===== config.mk =====
export PLATFORM = sky130hd
export DESIGN_NAME = mux_arb_nto1
export DESIGN_NICKNAME = d
export VERILOG_FILES = /design/src/rtl/mux_pkg.sv /design/src/rtl/rr_arbiter_n.sv /design/src/rtl/mux_arb_nto1.sv
export SDC_FILE = /design/constraint.sdc
export NUM_CORES = 1
export LEC_CHECK = 0
export BUFFER_PORTS_ARGS = -buffer_cell sky130_fd_sc_hd__buf_4
export CAP_MARGIN = 30
export CORE_MARGIN = 2
export CORE_UTILIZATION = 40
export CTS_CLUSTER_DIAMETER = 80
export CTS_CLUSTER_SIZE = 20
export DETAILED_ROUTE_END_ITERATION = 10
export GPL_TIMING_DRIVEN = 0
export PLACE_DENSITY_LB_ADDON = 0.15
export SYNTH_ARGS = -nofsm -noshare
export SYNTH_HDL_FRONTEND = slang
export SYNTH_SLANG_ARGS = --single-unit
export TNS_END_PERCENT = 10

===== constraint.sdc =====
create_clock -name clk -period 1.7 [get_ports clk]
set_input_delay 0.17 -clock clk [delete_from_list [all_inputs] [get_ports clk]]
set_output_delay 0.17 -clock clk [all_outputs]
set_load 0.02 [all_outputs]

===== src/rtl/mux_pkg.sv =====
// ---------------------------------------------------------------------------
// mux_pkg
// Shared constants and helpers for the N:1 registered multiplexer/arbiter.
//   MUX_MODE_SEL / MUX_MODE_RR : values of the MODE parameter
//   STALL_CNT_W                : width of the stall statistics counter
//   clog2()                    : ceiling log2, never below 1 so that a
//                                2-channel mux still gets a 1-bit index
// ---------------------------------------------------------------------------
package mux_pkg;

  localparam int MUX_MODE_SEL = 0;
  localparam int MUX_MODE_RR  = 1;
  localparam int STALL_CNT_W  = 16;

  function automatic int clog2(input int value);
    int r;
    r = 1;
    for (int i = 1; i < 31; i++) begin
      if ((1 << i) < value) r = i + 1;
    end
    return r;
  endfunction

endpackage


===== src/rtl/rr_arbiter_n.sv =====
// ---------------------------------------------------------------------------
// rr_arbiter_n
// Round-robin arbiter over NUM_CH requesters (NUM_CH need not be a power
// of two). The search starts at the pointer and wraps NUM_CH-1 -> 0. The
// pointer moves to the channel after the winner when a transfer happens
// and returns to 0 on clear.
//
// Ports
//   clk, rst_n   : clock, asynchronous active-low reset (pointer -> 0)
//   req          : request vector, one bit per channel
//   advance      : a transfer on the current grant happens this cycle
//   clear        : synchronous pointer clear (wins over advance)
//   grant        : one-hot grant (all zero when no request)
//   grant_idx    : encoded index of the granted channel
//   grant_valid  : at least one request is present
// ---------------------------------------------------------------------------
module rr_arbiter_n
  import mux_pkg::*;
#(
  parameter  int NUM_CH = 4,
  localparam int SEL_W  = clog2(NUM_CH)
) (
  input  logic              clk,
  input  logic              rst_n,
  input  logic [NUM_CH-1:0] req,
  input  logic              advance,
  input  logic              clear,
  output logic [NUM_CH-1:0] grant,
  output logic [SEL_W-1:0]  grant_idx,
  output logic              grant_valid
);

  logic [SEL_W-1:0] ptr_reg;
  logic [SEL_W-1:0] ptr_next;
  logic [SEL_W:0]   cand;

  // Walk the channels in rotated order; the first requester wins. The
  // candidate is one bit wider than the index so ptr + offset can be
  // folded back below NUM_CH with a single subtraction.
  always_comb begin
    grant_valid = 1'b0;
    grant_idx   = '0;
    cand        = '0;
    for (int j = 0; j < NUM_CH; j++) begin
      cand = {1'b0, ptr_reg} + (SEL_W+1)'(j);
      if (cand >= (SEL_W+1)'(NUM_CH)) cand = cand - (SEL_W+1)'(NUM_CH);
      if (!grant_valid && req[cand[SEL_W-1:0]]) begin
        grant_valid = 1'b1;
        grant_idx   = cand[SEL_W-1:0];
      end
    end
  end

  genvar gi;
  generate
    for (gi = 0; gi < NUM_CH; gi++) begin : g_onehot
      assign grant[gi] = grant_valid && (grant_idx == SEL_W'(gi));
    end
  endgenerate

  always_comb begin
    ptr_next = ptr_reg;
    if (clear) begin
      ptr_next = '0;
    end else if (advance && grant_valid) begin
      ptr_next = (grant_idx == SEL_W'(NUM_CH - 1)) ? '0 : grant_idx + SEL_W'(1);
    end
  end

  always_ff @(posedge clk or negedge rst_n) begin
    if (!rst_n) ptr_reg <= '0;
    else        ptr_reg <= ptr_next;
  end

endmodule


===== src/rtl/mux_arb_nto1.sv =====
// ---------------------------------------------------------------------------
// mux_arb_nto1
// N-channel, WIDTH-bit registered multiplexer with valid/ready handshakes
// on every input and on the output. The channel is picked either by the
// sel input (MODE = MUX_MODE_SEL) or by a round-robin arbiter
// (MODE = MUX_MODE_RR). The output is a single register that reloads in
// the same cycle it is drained, so one word per cycle is sustained.
//
// Ports
//   clk, rst_n : clock, asynchronous active-low reset
//   in_data    : packed channel data, channel i at [i*WIDTH +: WIDTH]
//   in_valid   : per-channel valid
//   in_ready   : per-channel accept, one-hot or zero
//   sel        : channel select (MODE 0 only; values >= NUM_CH grant nothing)
//   flush      : synchronous clear of output valid, rr pointer and stats
//   out_data   : registered selected data
//   out_ch     : index of the channel that produced out_data
//   out_valid  : output register holds a word
//   out_ready  : downstream accept
//   stall_cnt  : cycles with out_valid && !out_ready, saturating
//
// Build option
//   MUX_ARB_STATS_EN : when defined, stall_cnt is a live counter; when
//                      undefined, stall_cnt reads 0 and no counter exists.
// ---------------------------------------------------------------------------
module mux_arb_nto1
  import mux_pkg::*;
#(
  parameter  int WIDTH  = 32,
  parameter  int NUM_CH = 4,
  parameter  int MODE   = MUX_MODE_SEL,
  localparam int SEL_W  = clog2(NUM_CH)
) (
  input  logic                    clk,
  input  logic                    rst_n,
  input  logic [NUM_CH*WIDTH-1:0] in_data,
  input  logic [NUM_CH-1:0]       in_valid,
  output logic [NUM_CH-1:0]       in_ready,
  input  logic [SEL_W-1:0]        sel,
  input  logic                    flush,
  output logic [WIDTH-1:0]        out_data,
  output logic [SEL_W-1:0]        out_ch,
  output logic                    out_valid,
  input  logic                    out_ready,
  output logic [STALL_CNT_W-1:0]  stall_cnt
);

  // Index space reachable by sel; may exceed NUM_CH when NUM_CH is not a
  // power of two.
  localparam int SEL_SPAN = 1 << SEL_W;

  logic [NUM_CH-1:0] grant_oh;
  logic [SEL_W-1:0]  grant_idx;
  logic              grant_valid;

  logic              load_ok;
  logic              accept;
  logic              xfer;

  logic [WIDTH-1:0]  ch_data [NUM_CH];
  logic [WIDTH-1:0]  sel_data;

  logic              out_valid_reg, out_valid_next;
  logic [WIDTH-1:0]  out_data_reg,  out_data_next;
  logic [SEL_W-1:0]  out_ch_reg,    out_ch_next;

  genvar gi;

  generate
    for (gi = 0; gi < NUM_CH; gi++) begin : g_unpack
      assign ch_data[gi] = in_data[gi*WIDTH +: WIDTH];
    end
  endgenerate

  // The register can take a word when empty or when it empties this cycle.
  assign load_ok = !out_valid_reg || out_ready;
  assign accept  = load_ok && !flush;
  assign xfer    = grant_valid && accept;

  generate
    if (MODE == MUX_MODE_RR) begin : g_rr
      logic unused_sel;
      assign unused_sel = ^sel;

      rr_arbiter_n #(
        .NUM_CH (NUM_CH)
      ) u_arb (
        .clk         (clk),
        .rst_n       (rst_n),
        .req         (in_valid),
        .advance     (xfer),
        .clear       (flush),
        .grant       (grant_oh),
        .grant_idx   (grant_idx),
        .grant_valid (grant_valid)
      );
    end else begin : g_sel
      // Zero-extend the valid vector to the full sel range so that an
      // out-of-range sel lands on a padding 0 and grants nothing.
      logic [SEL_SPAN-1:0] valid_ext;
      assign valid_ext   = SEL_SPAN'(in_valid);
      assign grant_valid = valid_ext[sel];
      assign grant_idx   = sel;

      for (gi = 0; gi < NUM_CH; gi++) begin : g_onehot
        assign grant_oh[gi] = grant_valid && (sel == SEL_W'(gi));
      end
    end
  endgenerate

  // rst_n gates in_ready directly so nothing is accepted while reset is
  // held, even though the cleared register would otherwise allow a load.
  generate
    for (gi = 0; gi < NUM_CH; gi++) begin : g_ready
      assign in_ready[gi] = rst_n && accept && grant_oh[gi];
    end
  endgenerate

  assign sel_data = ch_data[grant_idx];

  always_comb begin
    out_valid_next = out_valid_reg;
    out_data_next  = out_data_reg;
    out_ch_next    = out_ch_reg;
    if (flush) begin
      out_valid_next = 1'b0;
    end else if (xfer) begin
      out_valid_next = 1'b1;
      out_data_next  = sel_data;
      out_ch_next    = grant_idx;
    end else if (out_ready) begin
      out_valid_next = 1'b0;
    end
  end

  always_ff @(posedge clk or negedge rst_n) begin
    if (!rst_n) begin
      out_valid_reg <= 1'b0;
      out_data_reg  <= '0;
      out_ch_reg    <= '0;
    end else begin
      out_valid_reg <= out_valid_next;
      out_data_reg  <= out_data_next;
      out_ch_reg    <= out_ch_next;
    end
  end

  assign out_valid = out_valid_reg;
  assign out_data  = out_data_reg;
  assign out_ch    = out_ch_reg;

`ifdef MUX_ARB_STATS_EN
  logic [STALL_CNT_W-1:0] stall_cnt_reg, stall_cnt_next;

  always_comb begin
    stall_cnt_next = stall_cnt_reg;
    if (flush) begin
      stall_cnt_next = '0;
    end else if (out_valid_reg && !out_ready && (stall_cnt_reg != '1)) begin
      stall_cnt_next = stall_cnt_reg + STALL_CNT_W'(1);
    end
  end

  always_ff @(posedge clk or negedge rst_n) begin
    if (!rst_n) stall_cnt_reg <= '0;
    else        stall_cnt_reg <= stall_cnt_next;
  end

  assign stall_cnt = stall_cnt_reg;
`else
  assign stall_cnt = '0;
`endif

endmodule

==> flow_summary.toml <==
[outcome]
status = "completed"

[power]
power.density_mw_per_mm2 = 897.8
power_mw = 3.682
peakVddDrop_uv = 382.3
p_leak_nw = 2.080

[layout]
design_area_sq_mm = 0.004101
largest_reg_flops = 32
n_antenna_cell = 0
final_net_count = 485
area_delta_synth_final_pct = 66.90
drive_gt1_share_pct = 79.31

[synth]
synth_edf_count = 0
postSynthAreaPerCell_sq_um = 16.60
synth_top_area_share_pct = 35.64
syn_area_sq_mm = 0.002457
synth_most_common_cell = "dfrtp_1"
synthTopCellsByCount = "dfrtp_1 (35), mux4_2 (31), mux2_4 (30), buf_4 (16)"
synth_seq_cells = 35
synthArstFlopShare_pct = 100.0
synth.yosys.seq_area_share_pct = 35.64
synth_cell_types = 25
synth_top_cells_by_area = "dfrtp_1 (36%), mux4_2 (28%), mux2_4 (18%), buf_4 (4.9%), buf_12 (2.4%)"
syn_inst = 148
synth-warning-count = 0
synth.largest_area_cell = "dfrtp_1"
ys.flop_type = "dfrtp_1"

[placed_design]
detailedPlacementHpwl_mm = 5.700
place_area_sq_mm = 0.003921
place.gp.congestion = 0.8090
io_buffers = 175

[timing]
final.period_utilization_pct = 94.08
finalSetupViolCount = 0
fin_crit_ns = 1.599
hold_viol = 0
rsz0062_at_grt = "no"
clock.fmax_ghz = 0.6253
slew_viol_final = 0
skew_ns = 0.002626
finalSetupTns_ns = 0
slew_headroom_pct = 60.82
max_slew.worst_pin.slew_ns = 0.5877

[clock_network]
cts-root-buf = "clkbuf_8"
post_cts_buffers = 0
h-tree-depth = 2
cts.sinks = 35
clk_path_buf_depth = 2
cts_made_buffers = 5
clk_pin_slew_ns = 0.07
cts_tree = "done"
clock_latency_ns = 0.28

[detailed_routing]
post_drt_wl_per_cell_um = 16.46
vias = 2086
drt_wl_total_mm = 6.963
initialDrtViolationCount = 31
via_per_inst = 4.931
antenna_left = 0
drc = 0
first_pass_iters = 4

[floorplan]
die_w_um = 82.38
die-height_um = 82.38
pin_count = 193
die-area_sq_mm = 0.006786
initial_core_util_pct = 41.50
core_area_sq_mm = 0.005921
row_count = 28

[critical_path]
worstPathMaxFanout = 3
crit_path_start_kind = "primary input"
worstPathRequired_ns = 1.53
path_class = "in2out"
worstPathArrival_ns = 1.43
end_kind = "primary output"
r2r_slack_ns = 0.40

[grt]
grt_pass1_wl_mm = 10.03
grt_overflow = 0
grt_max_degree = 36
grt_pass1_vias = 2130
grt_usage_pct = 20.00
antenna_found_initial = 0

[flow_run]
maxCapViolations = 0

[hold_path]
hold_class = "in2reg"
-- placed cells by master, fill, tap and decap left out, types with 2 or more instances in the layout --
master / Yosys / routed
clkbuf_8: 0 / 5
mux4_1: 2 / 2
nor2_1: 3 / 3
mux2_4: 30 / 30
buf_2: 4 / 4
mux2_2: 4 / 4
dfrtp_1: 35 / 35
clkbuf_1: 3 / 3
buf_4: 16 / 191
bufinv_16: 0 / 2
buf_12: 3 / 4
inv_1: 2 / 2
mux4_2: 31 / 31
conb_1: 1 / 16
nor3_1: 2 / 2
-- final timing paths --
kind / cells after the start / end / start
worst max-delay path: 5 / in_ready[0] / rst_n
worst min-delay path: 2 / out_valid / flush
worst max register to register: 4 / out_data[22] / out_valid
worst min register to register: 1 / out_ch[1] / out_ch[1]
max in group asynchronous: 3 / out_data[15] / rst_n
min in group asynchronous: 3 / out_data[27] / rst_n
-- stage by stage --
stage | hold slack, ns | setup WS, ns | utilization, % | cells
2_1_floorplan | -0.1256 | 0.09107 | - | 163
3_3_place_gp | 0.1487 | -0.1366 | 66.23 | 413
3_5_place_dp | 0.1526 | -0.1389 | 66.23 | 413
4_1_cts | 0.03810 | 0.01498 | 69.04 | 423
5_1_grt | 0.03359 | 0.04229 | 69.27 | 423
6_report | 0.04563 | 0.1007 | 69.27 | 423
-- critical path, stage by stage --
cell,delay (ns)
dlygate4sd3_1,0.53
buf_4,0.15
nand3_1,0.11
nor4_2,0.27
buf_4,0.19
-- repair_timing --
action | 4_1_cts | 5_1_grt
endpoints found under the hold margin | 35 | 0
resized for setup | 0 | 2
hold buffers | 2 | 0
setup endpoints to repair | 0 | 1
-- logic make-up after synthesis --
logic type             Yosys count  synth area share, %
AND/OR/NAND/NOR                 12                2.954
multiplexers                    68                51.12
buffers and inverters           29                9.369
other                            1               0.1526
flip-flops                      35                35.64
AO/OA/AOI/OAI                    3               0.7638
-- per-layer routing --
| layer | vias to the layer above | track usage [%] | share of wire (%) |
|---|---|---|---|
| met1 | 1008 | 21.22 | 34 |
| met5 | - | 0 | 0 |
| met2 | 113 | 37.82 | 54 |
| met3 | 16 | 5.435 | 9.5 |
| met4 | 0 | 6.667 | 2.4 |
| li1 | 949 | - | - |
-- layout make-up --
class	instances	area, sq um
plain buffers	27	222.7
clock buffers	5	68.82
clock inverters	3	67.56
fillers	459	1819
inverters	2	7.507
multi-input cells	99	1421
flip-flops and latches	35	875.8
well taps	75	93.84
repair buffers	177	1344
-- report_power, final --
part           internal (mW)  switching (mW)  total [mW]
Clock                  0.585           0.306       0.890
Combinational          0.940           0.668        1.61
Sequential              1.05           0.132        1.18
Total                   2.58            1.11        3.68
No activity file was read; power rests on OpenSTA's default activity.
